==> config.mk <==
export PLATFORM = sky130hd
export DESIGN_NAME = debounce_edge
export DESIGN_NICKNAME = d
export VERILOG_FILES = /design/src/rtl/debounce_pkg.sv /design/src/rtl/debounce_edge_sync_chain.sv /design/src/rtl/debounce_edge.sv
export SDC_FILE = /design/constraint.sdc
export NUM_CORES = 1
export LEC_CHECK = 0
export ABC_AREA = 1
export CAP_MARGIN = 20
export CORE_MARGIN = 2
export CORE_UTILIZATION = 55
export DETAILED_ROUTE_END_ITERATION = 6
export DONT_BUFFER_PORTS = 1
export MAX_ROUTING_LAYER = met4
export PLACE_DENSITY = 0.81
export SLEW_MARGIN = 10
export SYNTH_ARGS = -nofsm -noshare
export SYNTH_HDL_FRONTEND = slang
export SYNTH_SLANG_ARGS = --single-unit
==> constraint.sdc <==
create_clock -name clk -period 2.7 [get_ports clk]
set_input_delay 0.81 -clock clk [delete_from_list [all_inputs] [get_ports clk]]
set_output_delay 0.81 -clock clk [all_outputs]
set_load 0.01 [all_outputs]
==> src/rtl/debounce_pkg.sv <==
// Shared definitions for the debounce_edge input-conditioning block:
// FSM state encoding and elaboration-time parameter legality checks.
package debounce_pkg;

  typedef enum logic [1:0] {
    IDLE_LO = 2'b00,
    WAIT_HI = 2'b01,
    IDLE_HI = 2'b10,
    WAIT_LO = 2'b11
  } db_state_e;

  // The counter must be able to hold STABLE_CYCLES-1 without wrapping.
  function automatic bit params_legal(input int sync_stages,
                                      input int stable_cycles,
                                      input int cnt_w);
    longint cap;
    if (sync_stages < 2 || stable_cycles < 2) return 1'b0;
    if (cnt_w < 1 || cnt_w > 62) return 1'b0;
    cap = longint'(1) << cnt_w;
    return cap >= longint'(stable_cycles);
  endfunction

endpackage

==> src/rtl/debounce_edge_sync_chain.sv <==
// N-stage synchroniser for an asynchronous single-bit input; every stage
// clears to 0 on synchronous reset.
module sync_chain #(
  parameter int N = 2
) (
  input  logic clk,
  input  logic rst,
  input  logic d_i,
  output logic q_o
);

  logic [N-1:0] stage_d;
  logic [N-1:0] stage_q;

  for (genvar gi = 0; gi < N; gi++) begin : g_stage
    if (gi == 0) begin : g_first
      assign stage_d[gi] = d_i;
    end else begin : g_rest
      assign stage_d[gi] = stage_q[gi-1];
    end
  end

  always_ff @(posedge clk) begin
    if (rst) begin
      stage_q <= '0;
    end else begin
      stage_q <= stage_d;
    end
  end

  assign q_o = stage_q[N-1];

endmodule

==> src/rtl/debounce_edge.sv <==
// Debouncer: synchronises din, qualifies a new level over STABLE_CYCLES
// tick samples and emits registered level plus one-cycle rise/fall strobes.
module debounce_edge
  import debounce_pkg::*;
#(
  parameter int SYNC_STAGES   = 2,
  parameter int STABLE_CYCLES = 16,
  parameter int CNT_W         = 8
) (
  input  logic clk,
  input  logic rst,
  input  logic din,
  input  logic tick,
  output logic level,
  output logic rise,
  output logic fall,
  output logic busy
);

  if (!params_legal(SYNC_STAGES, STABLE_CYCLES, CNT_W)) begin : g_param_err
    $error("debounce_edge: illegal SYNC_STAGES/STABLE_CYCLES/CNT_W combination");
  end

  localparam logic [CNT_W-1:0] CNT_LAST = CNT_W'(STABLE_CYCLES - 1);
  localparam logic [CNT_W-1:0] CNT_ONE  = CNT_W'(1);

  logic      s;
  db_state_e state_q;
  logic [CNT_W-1:0] cnt_q;
  logic      level_q;
  logic      rise_q;
  logic      fall_q;

  sync_chain #(
    .N (SYNC_STAGES)
  ) u_sync (
    .clk (clk),
    .rst (rst),
    .d_i (din),
    .q_o (s)
  );

  // Glitch rejection is evaluated every cycle; only counting waits on tick.
  always_ff @(posedge clk) begin
    if (rst) begin
      state_q <= IDLE_LO;
      cnt_q   <= '0;
      level_q <= 1'b0;
      rise_q  <= 1'b0;
      fall_q  <= 1'b0;
    end else begin
      rise_q <= 1'b0;
      fall_q <= 1'b0;
      case (state_q)
        IDLE_LO: begin
          if (s) begin
            state_q <= WAIT_HI;
            cnt_q   <= CNT_ONE;
          end
        end
        WAIT_HI: begin
          if (!s) begin
            state_q <= IDLE_LO;
            cnt_q   <= '0;
          end else if (tick) begin
            if (cnt_q == CNT_LAST) begin
              state_q <= IDLE_HI;
              cnt_q   <= '0;
              level_q <= 1'b1;
              rise_q  <= 1'b1;
            end else begin
              cnt_q <= cnt_q + CNT_ONE;
            end
          end
        end
        IDLE_HI: begin
          if (!s) begin
            state_q <= WAIT_LO;
            cnt_q   <= CNT_ONE;
          end
        end
        WAIT_LO: begin
          if (s) begin
            state_q <= IDLE_HI;
            cnt_q   <= '0;
          end else if (tick) begin
            if (cnt_q == CNT_LAST) begin
              state_q <= IDLE_LO;
              cnt_q   <= '0;
              level_q <= 1'b0;
              fall_q  <= 1'b1;
            end else begin
              cnt_q <= cnt_q + CNT_ONE;
            end
          end
        end
        default: begin
          state_q <= IDLE_LO;
          cnt_q   <= '0;
        end
      endcase
    end
  end

  assign level = level_q;
  assign rise  = rise_q;
  assign fall  = fall_q;
  assign busy  = (state_q == WAIT_HI) || (state_q == WAIT_LO);

endmodule

==> flow_summary_export.csv, run 1 <==
group,metric,value,unit
placed_design,hpwlAfterDp,1.06,mm
final_layout,multi_input_area,439,µm²
timing,setup_viol,0,
min_path,hold_path.class,"register to register",
worst_setup_path,worstSetupPathType,"register to output pin",
worst_setup_path,critPathLaunchType,"register",
yosys,yosysTopAreaCell,"dfxtp_1",
grt,grt_pass1_vias,615,
drt,drtAntennaViolNets,0,
worst_setup_path,cp-end-kind,"output pin",
drt,first_pass_iters,6,
final_layout,layout-drive-gt1-share,15.6,%
grt,grt_max_degree,15,
drt,drt_wl_total,1.49,mm
clock_tree,cts_buffers,3,
final_layout,design_area,852,µm²
yosys,synthCells,121,
worst_setup_path,critPathMaxFanout,7,
power_and_ir_drop,p_leak,0.340,nW
floorplan,start_util,60.4,%
placed_design,numPlacedInstances,133,
timing,fin_crit_sh,62.6,%
power_and_ir_drop,ir_drop,0.000430,V
placed_design,post-place-ws,1.15,ns
grt,grt.overflow.total,0,
yosys,synth_area_leaders,"dfxtp_1 37%, nand2_1 13%, inv_1 6.9%",
final_layout,fin_nets,128,
yosys,synth_top_area_share,36.8,%
yosys,syn_area,816,µm²
clock_tree,post_cts_buffers,0,
timing,max_slew_margin,73.2,%
clock_tree,clk_pin_slew,0.10,ns
power_and_ir_drop,power_density,512,mW/mm²
timing,setup_tns,0,ns
final_layout,fin_cells,137,
timing,hold_viol_final,0,
grt,antenna_found_initial,0,
status,outcome,"complete, no violations",
placed_design,dpl_cell_area,822,µm²
floorplan,die_h,42.5,µm
floorplan,core.rowCount,13,
clock_tree,clockBufferDepth,2,
yosys,synth.distinct_cells,23,
clock_tree,cts_root_buffer,"clkbuf_4",
final_layout,seq_area,300,µm²
timing,rsz0062_at_grt,"false",
placed_design,gp_congestion,0.778,
timing,worst_pin_slew,0.401,ns
placed_design,portBuffers,0,
drt,routed_via_density,5.39,
final_layout,final_core_util,63.1,%
worst_setup_path,required,1.89,ns
timing,timing.final.max_slew_violations,0,
yosys,avgSynthCellArea,6.74,µm²
clock_tree,cts_tree,"built",
clock_tree,cts_max_level,1,
timing,post-route-min-period,1.69,ns
drt,via_count,738,
floorplan,io_pins,8,
final_layout,antenna_cells,0,
final_layout,syn2layout_area_growth,4.45,%
grt,grt_pass1_wl,2.55,mm
clock_tree,clock_latency,0.30,ns
clock_tree,clock_sinks,15,
floorplan,die_x,42.5,µm
final_layout,fillers,131,
floorplan,core,0.00135,mm²
clock_tree,cts_hold_buf,0,
drt,post-route-drc-count,0,
yosys,synth_seq_cells,15,
worst_setup_path,crit_arrival,0.88,ns
yosys,yosysSeqAreaShare,36.8,%
drt,routedWlPerCell,10.9,µm
yosys,syn_nets,126,
floorplan,die_area,0.00181,mm²
drt,drt_iter0_drc,25,
clock_tree,cts_resized,0,
timing,fmax,592,MHz
power_and_ir_drop,power,0.437,mW
timing,clock_skew,0.0137,ns
grt,gr-usage-all-layers,19.4,%
timing,setup_ws,1.01,ns
yosys,yosys_warnings,0,
flow_run,cap_violations,0,
timing,hold_slack,0.409,ns
-- logic make-up after synthesis --
logic type               Yosys count  share of synthesized area (%)
flip-flops                        15                           36.8
adder cells (fa/ha/maj)            1                           1.53
AO/OA/AOI/OAI                     15                           10.3
buffers and inverters             20                           9.36
XOR/XNOR                           1                           1.07
AND/OR/NAND/NOR                   69                           40.9
-- cell usage after synthesis --
cell and n:
nor3b_2 1, nor2_1 14, inv_2 2, a21oi_1 7, nor2_4 3, a21oi_2 1, clkbuf_1 2, o31ai_1 1
inv_1 15, nor3_1 1, xor2_1 1, nor2_2 1, nand2_1 28, o21ai_1 1, o21ai_0 4, nand2_2 7
ha_1 1, dfxtp_1 15, buf_2 1, nand4_1 2, nor4_1 2, nand3_1 10, o21bai_1 1
-- cell usage in the layout (no fill, tap or decap), types with 2 or more instances in the layout --
master    Yosys  routed
nand2_1      28      28
nand2_2       7       7
o21ai_0       4       4
clkbuf_4      0       3
nor2_1       14      14
nor2_4        3       3
a21oi_1       7       7
dfxtp_1      15      15
inv_1        15      15
nor4_1        2       2
inv_2         2       2
nand3_1      10      10
nand4_1       2       2
-- metal layers --
| layer | global-route usage (%) | share of wire [%] | vias to the layer above |
|---|---|---|---|
| met1 | 23.9 | 45 | 319 |
| met4 | 9.38 | 1.6 | 0 |
| li1 | - | - | 387 |
| met2 | 30.8 | 47 | 29 |
| met5 | - | 0 | - |
| met3 | 3.02 | 6.1 | 3 |
-- path summary, 6_finish.rpt --
kind / from / end / slack [ns] / cells past startpoint
setup reg to reg: cnt_q[0] / cnt_q[4] / 1.27 / 8
hold / removal: u_sync.stage_q[0] / u_sync.stage_q[1] / 0.41 / 2
setup / recovery: state_q[0] / busy / 1.01 / 0
hold reg to reg: u_sync.stage_q[0] / u_sync.stage_q[1] / 0.41 / 2
-- sequential cells by signal, summed over array words and instances, names as in the netlist, named ones only --
signal	count
state_q	1
level	1
fall	1
rise	1
cnt_q	8
u_sync.stage_q	2
-- final cells by class --
cell class | instances | share of cell area, %
flip-flops and latches | 15 | 35.2
clock inverters | 1 | 0.881
inverters | 17 | 7.49
clock buffers | 3 | 2.64
well taps | 15 | 2.20
multi-input cells | 86 | 51.5
-- where the power goes --
group          switching [mW]  internal, mW
Combinational          0.0360        0.0197
Clock                  0.0805        0.0565
Sequential             0.0140         0.230
No activity file was read; power rests on OpenSTA's default activity.
==> run 2, diff against run 1 <==
Clock period 2.7 ns to 1.6 ns, I/O delays scaled along.
==> run 2 against run 1 <==
Setup slack got worse by 0.74 ns. Clock power rose by 61%. Hold slack got worse by 0.17 ns. Combinational power is 69% higher. Count of clock-buffer cells in the layout unchanged. Critical path depth stayed put. Critical endpoint unchanged.
==> flow_summary_export.csv, run 2 (same netlist as run 1, synthesis figures left out) <==
group,metric,value,unit
final_layout,reg_top3,"cnt_q: 8 flops, u_sync.stage_q: 2 flops",
power_and_ir_drop,power_density,854,mW/mm²
worst_setup_path,required,1.12,ns
timing,setup_ws,0.267,ns
floorplan,die_h,42.5,µm
timing,post-route-min-period,1.33,ns
worst_setup_path,cp-end-kind,"output pin",
timing,setup_viol,0,
placed_design,numPlacedInstances,133,
floorplan,io_pins,8,
floorplan,start_util,60.4,%
drt,drtAntennaViolNets,0,
grt,grt_max_degree,15,
drt,via_count,745,
worst_setup_path,r2r-start,"cnt_q[0]",
grt,antenna_found_initial,0,
clock_tree,post_cts_buffers,0,
final_layout,fin_nets,128,
drt,routed_via_density,5.44,
final_layout,design_area,850,µm²
power_and_ir_drop,ir_drop,0.000700,V
clock_tree,cts_tree,"built",
placed_design,portBuffers,0,
placed_design,gp_congestion,0.796,
floorplan,core.rowCount,13,
timing,clock_skew,0.00652,ns
timing,fmax,750,MHz
drt,wl_met1,749,µm
placed_design,post-place-ws,0.296,ns
flow_run,cap_violations,0,
floorplan,core,0.00135,mm²
worst_setup_path,critPathMaxFanout,7,
timing,fin_crit_sh,83.3,%
clock_tree,cts_buffers,3,
final_layout,regMostFlops,"cnt_q",
drt,drt_iter0_drc,11,
drt,first_pass_iters,4,
timing,hold_viol_final,0,
timing,timing.final.max_slew_violations,0,
clock_tree,clock_latency,0.30,ns
timing,max_slew_margin,74.9,%
clock_tree,clock_sinks,15,
min_path,hold_path.class,"input pin to register",
timing,worst_pin_slew,0.376,ns
drt,wl_met3,53,µm
timing,rsz0062_at_grt,"false",
final_layout,final_core_util,62.9,%
worst_setup_path,critPathLaunchType,"register",
worst_setup_path,crit_arrival,0.85,ns
power_and_ir_drop,p_leak,0.344,nW
final_layout,syn2layout_area_growth,4.14,%
grt,gr-usage-all-layers,21.3,%
worst_setup_path,startpoint,"state_q[0]",
drt,post-route-drc-count,0,
grt,grt_pass1_wl,2.82,mm
final_layout,final_common_cell,"nand2_1",
final_layout,fin_cells,137,
final_layout,final_cell_mix,"28 x nand2_1, 15 x inv_1, 15 x dfxtp_1, 14 x nor2_1, 10 x nand3_1",
floorplan,die_area,0.00181,mm²
min_path,hp-start,"rst",
clock_tree,cts_max_level,1,
final_layout,antenna_cells,0,
final_layout,largest_register_ffs,8,
drt,wl_met2,737,µm
clock_tree,cts_resized,0,
status,outcome,"complete, no violations",
grt,grt.overflow.total,0,
placed_design,hpwlAfterDp,1.20,mm
clock_tree,cts_root_buffer,"clkbuf_4",
clock_tree,cts_hold_buf,0,
timing,setup_tns,0,ns
final_layout,layout-drive-gt1-share,15.6,%
floorplan,die_x,42.5,µm
worst_setup_path,worstSetupPathType,"register to output pin",
drt,drt_wl_total,1.58,mm
grt,grt_pass1_vias,664,
clock_tree,clockBufferDepth,2,
drt,routedWlPerCell,11.5,µm
clock_tree,clk_pin_slew,0.09,ns
placed_design,dpl_cell_area,822,µm²
drt,highest_layer,"met4",
==> run 2: routing by layer <==
layer / global-route usage, % / vias up
met5: - / -
met2: 32.6 / 16
met1: 26.3 / 334
met4: 11.3 / 0
met3: 4.31 / 8
li1: - / 387
==> run 2: path summary, 6_finish.rpt <==
path                                     endpoint  slack [ns]  cells after the start
worst max register to register           register        0.29                      8
worst max-delay path                         busy        0.27                      0
worst min register to register  u_sync.stage_q[1]        0.43                      2
worst min-delay path                   state_q[0]        0.24                      1
==> run 2: where the power goes <==
group          switching [mW]  internal (mW)  total (mW)
sequential             0.0218          0.388       0.410
clock                   0.128         0.0933       0.221
combinational          0.0609         0.0333      0.0943
==> run 2: through the flow <==
step / power [mW] / hold WS (ns)
after global placement: 0.510 / 0.393
after global routing: 0.770 / 0.230
after CTS: 0.738 / 0.233
after floorplan: 0.501 / 0.388
final: 0.725 / 0.239
after detailed placement: 0.512 / 0.415
==> run 2: worst reg2reg max path, cell delays in order (launching register included) <==
cell	delay (ns)
dfxtp_1	0.41
ha_1	0.18
nand2_2	0.07
nor2_4	0.12
nand2_2	0.10
nand2_1	0.07
nand2_1	0.07
nor2_1	0.13
nor2_2	0.05
==> run 2: layout make-up <==
type	count	area, µm²
clock inverters	1	5.00
fillers	124	500
well taps	15	18.8
multi-input cells	86	439
inverters	17	63.8
clock buffers	3	22.5
flip-flops and latches	15	300
